File: config.mk
export PLATFORM = sky130hd
export DESIGN_NAME = cips_core_flat
export DESIGN_NICKNAME = d
export VERILOG_FILES = /design/src/rtl/cips_pkg.sv /design/src/rtl/cips_if.sv /design/src/rtl/cips_alu.sv /design/src/rtl/cips_core.sv /design/src/flat_wrapper.sv
export SDC_FILE = /design/constraint.sdc
export NUM_CORES = 2
export LEC_CHECK = 0
export ABC_CLOCK_PERIOD_IN_PS = 7900
export CORE_MARGIN = 5
export CORE_UTILIZATION = 65
export DETAILED_ROUTE_END_ITERATION = 16
export MAX_ROUTING_LAYER = met4
export PLACE_DENSITY = 0.81
export SETUP_SLACK_MARGIN = 0.3
export SLEW_MARGIN = 20
export SYNTH_ARGS = -nofsm -noshare
export SYNTH_HDL_FRONTEND = slang
export SYNTH_SLANG_ARGS = --single-unit
File: constraint.sdc
create_clock -name clk -period 7.9 [get_ports clk]
set_input_delay 1.58 -clock clk [delete_from_list [all_inputs] [get_ports clk]]
set_output_delay 1.58 -clock clk [all_outputs]
set_load 0.01 [all_outputs]
File: src/rtl/cips_pkg.sv
// Shared types for the CIPS instruction processor: opcodes, FSM states and field widths.
package cips_pkg;

  localparam int unsigned OpW = 4;

  typedef enum logic [OpW-1:0] {
    OpAdd  = 4'd0,
    OpSub  = 4'd1,
    OpOr   = 4'd2,
    OpAnd  = 4'd3,
    OpXor  = 4'd4,
    OpLdi  = 4'd5,
    OpJmp  = 4'd6,
    OpBz   = 4'd7,
    OpHalt = 4'd15
  } op_e;

  typedef enum logic [1:0] {
    StIdle,
    StFetch,
    StExec,
    StHalt
  } state_e;

endpackage

File: src/rtl/cips_if.sv
// Host-side bus of the CIPS core: program loading, start control and execution observation.
interface cips_if #(
  parameter int unsigned DW   = 8,
  parameter int unsigned NREG = 4,
  parameter int unsigned AW   = 8
);
  localparam int unsigned RA = $clog2(NREG);
  localparam int unsigned IW = cips_pkg::OpW + RA + DW;

  logic          start;
  logic          prog_we;
  logic [AW-1:0] prog_addr;
  logic [IW-1:0] prog_data;
  logic          busy;
  logic          halted;
  logic [AW-1:0] pc_out;
  logic [DW-1:0] result;
  logic          carry;
  logic          zero;
  logic          result_valid;

  modport master (
    output start, prog_we, prog_addr, prog_data,
    input  busy, halted, pc_out, result, carry, zero, result_valid
  );

  modport slave (
    input  start, prog_we, prog_addr, prog_data,
    output busy, halted, pc_out, result, carry, zero, result_valid
  );
endinterface

File: src/rtl/cips_alu.sv
// Combinational ALU for ADD/SUB/OR/AND/XOR, evaluated at DW+1 bits so the top bit is carry/borrow.
module cips_alu
  import cips_pkg::*;
#(
  parameter int unsigned DW = 8
) (
  input  logic [DW-1:0]  a_i,
  input  logic [DW-1:0]  b_i,
  input  logic [OpW-1:0] op_i,
  output logic [DW-1:0]  res_o,
  output logic           cout_o
);

  logic [DW:0] sum;

  always_comb begin
    sum = '0;
    case (op_i)
      OpAdd:   sum = {1'b0, a_i} + {1'b0, b_i};
      OpSub:   sum = {1'b0, a_i} - {1'b0, b_i};
      OpOr:    sum = {1'b0, a_i | b_i};
      OpAnd:   sum = {1'b0, a_i & b_i};
      OpXor:   sum = {1'b0, a_i ^ b_i};
      default: sum = '0;
    endcase
  end

  assign res_o  = sum[DW-1:0];
  assign cout_o = sum[DW];

endmodule

File: src/rtl/cips_core.sv
// Multi-cycle processor: loadable program memory, register file and an IDLE/FETCH/EXEC/HALT FSM.
module cips_core
  import cips_pkg::*;
#(
  parameter int unsigned DW   = 8,
  parameter int unsigned NREG = 4,
  parameter int unsigned AW   = 8
) (
  input  logic   clk,
  input  logic   R,
  cips_if.slave  bus
);

  localparam int unsigned RA    = $clog2(NREG);
  localparam int unsigned IW    = OpW + RA + DW;
  localparam int unsigned Depth = 2 ** AW;

  state_e         state_q, state_d;
  logic [AW-1:0]  pc_q, pc_d;
  logic [IW-1:0]  ir_q;
  logic [IW-1:0]  mem_q [Depth];
  logic [DW-1:0]  regs_q [NREG];
  logic [DW-1:0]  result_q, result_d;
  logic           carry_q, carry_d;
  logic           zero_q, zero_d;
  logic           rv_q, rv_d;

  logic           reg_we;
  logic [DW-1:0]  reg_wd;
  logic [OpW-1:0] op;
  logic [RA-1:0]  rd, rs, rt;
  logic [DW-1:0]  f;
  logic [DW-1:0]  alu_res;
  logic           alu_cout;
  logic           can_load;

  assign op       = ir_q[IW-1 -: OpW];
  assign rd       = ir_q[DW +: RA];
  assign f        = ir_q[DW-1:0];
  assign rs       = f[2*RA-1 -: RA];
  assign rt       = f[RA-1:0];
  assign can_load = (state_q == StIdle) || (state_q == StHalt);

  cips_alu #(
    .DW (DW)
  ) u_alu (
    .a_i    (regs_q[rs]),
    .b_i    (regs_q[rt]),
    .op_i   (op),
    .res_o  (alu_res),
    .cout_o (alu_cout)
  );

  // Program memory survives reset; a write coinciding with start is seen by the following FETCH.
  always_ff @(posedge clk) begin
    if (!R && can_load && bus.prog_we) begin
      mem_q[bus.prog_addr] <= bus.prog_data;
    end
  end

  always_ff @(posedge clk) begin
    if (state_q == StFetch) begin
      ir_q <= mem_q[pc_q];
    end
  end

  always_comb begin
    state_d  = state_q;
    pc_d     = pc_q;
    result_d = result_q;
    carry_d  = carry_q;
    zero_d   = zero_q;
    rv_d     = 1'b0;
    reg_we   = 1'b0;
    reg_wd   = '0;
    unique case (state_q)
      StIdle, StHalt: begin
        if (bus.start) begin
          pc_d    = '0;
          state_d = StFetch;
        end
      end
      StFetch: state_d = StExec;
      StExec: begin
        state_d = StFetch;
        pc_d    = pc_q + AW'(1);
        case (op)
          OpAdd, OpSub, OpOr, OpAnd, OpXor: begin
            reg_we   = 1'b1;
            reg_wd   = alu_res;
            result_d = alu_res;
            carry_d  = alu_cout;
            zero_d   = (alu_res == '0);
            rv_d     = 1'b1;
          end
          OpLdi: begin
            reg_we   = 1'b1;
            reg_wd   = f;
            result_d = f;
            zero_d   = (f == '0);
            rv_d     = 1'b1;
          end
          OpJmp: pc_d = f[AW-1:0];
          OpBz: begin
            if (zero_q) pc_d = f[AW-1:0];
          end
          OpHalt: begin
            pc_d    = pc_q;
            state_d = StHalt;
          end
          default: ;
        endcase
      end
      default: state_d = StIdle;
    endcase
  end

  always_ff @(posedge clk) begin
    if (R) begin
      state_q  <= StIdle;
      pc_q     <= '0;
      result_q <= '0;
      carry_q  <= 1'b0;
      zero_q   <= 1'b0;
      rv_q     <= 1'b0;
      for (int unsigned i = 0; i < NREG; i++) begin
        regs_q[i] <= '0;
      end
    end else begin
      state_q  <= state_d;
      pc_q     <= pc_d;
      result_q <= result_d;
      carry_q  <= carry_d;
      zero_q   <= zero_d;
      rv_q     <= rv_d;
      if (reg_we) begin
        regs_q[rd] <= reg_wd;
      end
    end
  end

  assign bus.busy         = (state_q == StFetch) || (state_q == StExec);
  assign bus.halted       = (state_q == StHalt);
  assign bus.pc_out       = pc_q;
  assign bus.result       = result_q;
  assign bus.carry        = carry_q;
  assign bus.zero         = zero_q;
  assign bus.result_valid = rv_q;

endmodule

File: src/flat_wrapper.sv
// flat-port wrapper written by rule: the top's interface ports become plain ports
module cips_core_flat import cips_pkg::*;
#(
  parameter int unsigned DW   = 8,
  parameter int unsigned NREG = 4,
  parameter int unsigned AW   = 8
)
  (clk, R, bus_start, bus_prog_we, bus_prog_addr, bus_prog_data, bus_busy, bus_halted, bus_pc_out, bus_result, bus_carry, bus_zero, bus_result_valid);
  cips_if #(.DW(DW), .NREG(NREG), .AW(AW)) bus_i ();
  input  logic clk;
  input  logic R;
  input wire logic [$bits(bus_i.start)-1:0] bus_start;
  input wire logic [$bits(bus_i.prog_we)-1:0] bus_prog_we;
  input wire logic [$bits(bus_i.prog_addr)-1:0] bus_prog_addr;
  input wire logic [$bits(bus_i.prog_data)-1:0] bus_prog_data;
  output wire logic [$bits(bus_i.busy)-1:0] bus_busy;
  output wire logic [$bits(bus_i.halted)-1:0] bus_halted;
  output wire logic [$bits(bus_i.pc_out)-1:0] bus_pc_out;
  output wire logic [$bits(bus_i.result)-1:0] bus_result;
  output wire logic [$bits(bus_i.carry)-1:0] bus_carry;
  output wire logic [$bits(bus_i.zero)-1:0] bus_zero;
  output wire logic [$bits(bus_i.result_valid)-1:0] bus_result_valid;
  assign bus_i.start = bus_start;
  assign bus_i.prog_we = bus_prog_we;
  assign bus_i.prog_addr = bus_prog_addr;
  assign bus_i.prog_data = bus_prog_data;
  assign bus_busy = bus_i.busy;
  assign bus_halted = bus_i.halted;
  assign bus_pc_out = bus_i.pc_out;
  assign bus_result = bus_i.result;
  assign bus_carry = bus_i.carry;
  assign bus_zero = bus_i.zero;
  assign bus_result_valid = bus_i.result_valid;
  cips_core #(.DW(DW), .NREG(NREG), .AW(AW)) u_core (.clk(clk), .R(R), .bus(bus_i));
endmodule
==> impl_metrics.json <==
{
  "placedCellCount": 9094,
  "die_y_um": 475,
  "cts_buffer_depth": 4,
  "synth_area_per_cell_um2": 22.1,
  "rows": 170,
  "status": "completed",
  "r2r_cells": 7,
  "ant_nets": 0,
  "worstHoldPathType": "reg -> reg",
  "clkLatencyLatePin_ns": 0.99,
  "hp-start": "u_core.bus.result[0]",
  "drtIter0Drc": 16200,
  "drt_first_pass_iters": 9,
  "synth_edf_count": 3630,
  "gp_congestion": 0.964,
  "die_x_um": 475,
  "final_cell_count_no_fill": 9743,
  "htreeDepth": 5,
  "synthDistinctLibCells": 66,
  "synth-seq-area-share_pct": 77.7,
  "ios": 47,
  "synth_ff_type": "edfxtp_1",
  "leakagePower_nw": 47.0,
  "fin_setup_tns_ns": 0,
  "tightest_slew_ns": 1.31,
  "grt_overflow": 0,
  "synth_area_um2": 141000,
  "ctsResizeCount": 0,
  "grt_max_degree": 167,
  "ys_warn_count": 0,
  "path_max_fanout": 27,
  "cts_setup_buffers": 0,
  "grt_pass1_wl_mm": 567,
  "dp_hpwl_mm": 203,
  "async_flop_share_pct": 0,
  "totalWireLength_mm": 418,
  "die_area_um2": 226000,
  "max_clock_freq_mhz": 189,
  "endpoint_kind": "register",
  "drive_gt1_share_pct": 26.4,
  "ir_drop_v": 0.000282,
  "initial_utilization_pct": 65.4,
  "worst_hold_path.endpoint": "u_core.bus.result[0]",
  "yosysTopAreaCellShare_pct": 77.4,
  "fillers": 10600,
  "total_power_mw": 42.8,
  "arrival_ns": 5.98,
  "setup_ws_ns": 2.60,
  "remaining_drc_errors": 0,
  "start_kind": "input port",
  "r2r-start": "u_core.bus.pc_out[2]",
  "p_per_area_nw_per_um2": 273,
  "pre_cts_ws_ns": 1.85,
  "fin_crit_ns": 5.30,
  "grt_pass1_vias": 73700,
  "regArea_um2": 109000,
  "drv_cap": 0,
  "critPathRequiredTime_ns": 8.58,
  "hold_viol_final": 0,
  "core_um2": 215000,
  "rsz0062_at_grt": "false",
  "yosys.area.top_type": "edfxtp_1",
  "hold_ws_ns": 0.511,
  "multi_input_area_um2": 29500,
  "slew_headroom_pct": 12.9,
  "cts_tree": "done",
  "fin_skew_ns": 0.0643,
  "final_nets": 6668,
  "ys_ff_latch": 3651,
  "r2r_setup_slack_ns": 2.69,
  "via_per_inst": 7.91,
  "root_buffer": "clkbuf_16",
  "hold_depth": 2,
  "ctsHoldBuffers": 0,
  "drv_slew": 0,
  "cts.sinks": 3651,
  "antenna_found_initial": 21,
  "netlist_instances": 6359,
  "crit_type": "in -> reg",
  "syn_nets": 6415,
  "port_buffers": 46,
  "grt_use_total_pct": 37.0,
  "r2r-end": "u_core.ir_q[12]",
  "layout_common_cells": "3630 x edfxtp_1, 859 x mux4_2, 361 x clkbuf_16",
  "final_common_cell": "edfxtp_1",
  "clk_pin_slew_ns": 0.07,
  "period_share_pct": 67.1,
  "wire_per_inst_um": 42.9,
  "num_vias": 77000,
  "cts_buffers": 351,
  "setup_viol": 0,
  "area_delta_synth_final_pct": 11.3,
  "ys_top_cells_by_area": "edfxtp_1 77%, mux4_2 14%, mux2i_1 1.0%, nor2_1 0.91%, o22ai_1 0.67%"
}
[cells by family (layout without fill, tap and decap cells)]
| logic type | after synthesis | in the layout | share of synthesized area [%] |
|---|---|---|---|
| buffers and inverters | 401 | 914 | 1.62 |
| multiplexers | 1000 | 1000 | 14.7 |
| flip-flops | 3651 | 3651 | 77.7 |
| adder cells (fa/ha/maj) | 30 | 30 | 0.272 |
| XOR/XNOR | 9 | 9 | 0.0560 |
| AND/OR/NAND/NOR | 613 | 613 | 2.11 |
| other | 0 | 33 | 0 |
| AO/OA/AOI/OAI | 655 | 655 | 3.44 |
[cell type report]
class	count	area share [%]
Clock buffer	418	5.91
Tap cell	2838	2.27
Multi-Input combinational cell	2307	18.8
Inverter	25	0.0599
Sequential cell	3651	69.9
Clock inverter	195	1.36
Antenna cell	33	0.0527
Timing Repair Buffer	276	1.64
[critical path, cell delays in order]
cell	delay [ns]
clkdlybuf4s50_1	0.41
buf_4	0.22
nand3b_1	0.48
nor3_1	0.99
nand2_2	0.57
buf_4	0.52
nor2_1	0.87
buf_4	0.30
[routing by layer]
layer / share of wire [%] / GRT usage (%) / up-vias
met5: 0 / - / -
met4: 7.1 / 16.9 / 0
met3: 16 / 12.1 / 1811
met2: 45 / 53.5 / 8998
met1: 31 / 48.8 / 38600
li1: - / - / 27600
[power by group]
group / leakage (nW) / switching (mW) / internal [mW]
registers: 32.8 / 0.143 / 21.4
clock network: 5.54 / 7.58 / 9.83
logic: 8.58 / 2.29 / 1.58
total: 47.0 / 10.0 / 32.8
[worst max-delay path by stage]
stage / startpoint / endpoint / slack, ns / cells past startpoint
CTS: R / u_core.mem_q[50][7] / 2.61 / 7
global route: R / u_core.mem_q[59][0] / 2.70 / 7
detailed placement: R / u_core.mem_q[38][13] / 1.85 / 7
finish: R / u_core.mem_q[65][2] / 2.60 / 8
floorplan: u_core.ir_q[0] / u_core.regs_q[0][6] / 4.15 / 14
global placement: R / u_core.mem_q[233][1] / 2.04 / 6
[Yosys cell counts (all sizes together), types with 7 or more instances]
library cell / count
a21oi: 70
dfxtp: 21
inv: 25
or3: 9
buf: 222
nand3b: 7
a22o: 98
o21ai: 17
a22oi: 81
nand2: 50
a211oi: 66
mux4: 859
a31oi: 8
nor4: 24
nor2b: 15
o22ai: 150
nand3: 23
nand2b: 16
mux2i: 140
nor3: 65
clkbuf: 154
a221oi: 60
o31ai: 11
edfxtp: 3630
o211ai: 18
ha: 29
or4: 26
nor2: 343
o221ai: 57
[flip-flops by register name, summed over array words and instances, names as in the netlist]
register	cells
u_core.bus.result	8
u_core.state_q	2
u_core.bus.result_valid	1
u_core.bus.carry	1
u_core.bus.pc_out	8
u_core.ir_q	14
u_core.bus.zero	1
u_core.regs_q	32
u_core.mem_q	3584
[stage by stage]
| stage | instance area [um^2] | util (%) |
|---|---|---|
| detailed placement | 145000 | 67.4 |
| global placement | 145000 | 67.3 |
| finish | 157000 | 72.8 |
| CTS | 156000 | 72.6 |
| floorplan | 141000 | - |
| global route | 157000 | 72.8 |
Power figures use the tool's default switching activity.
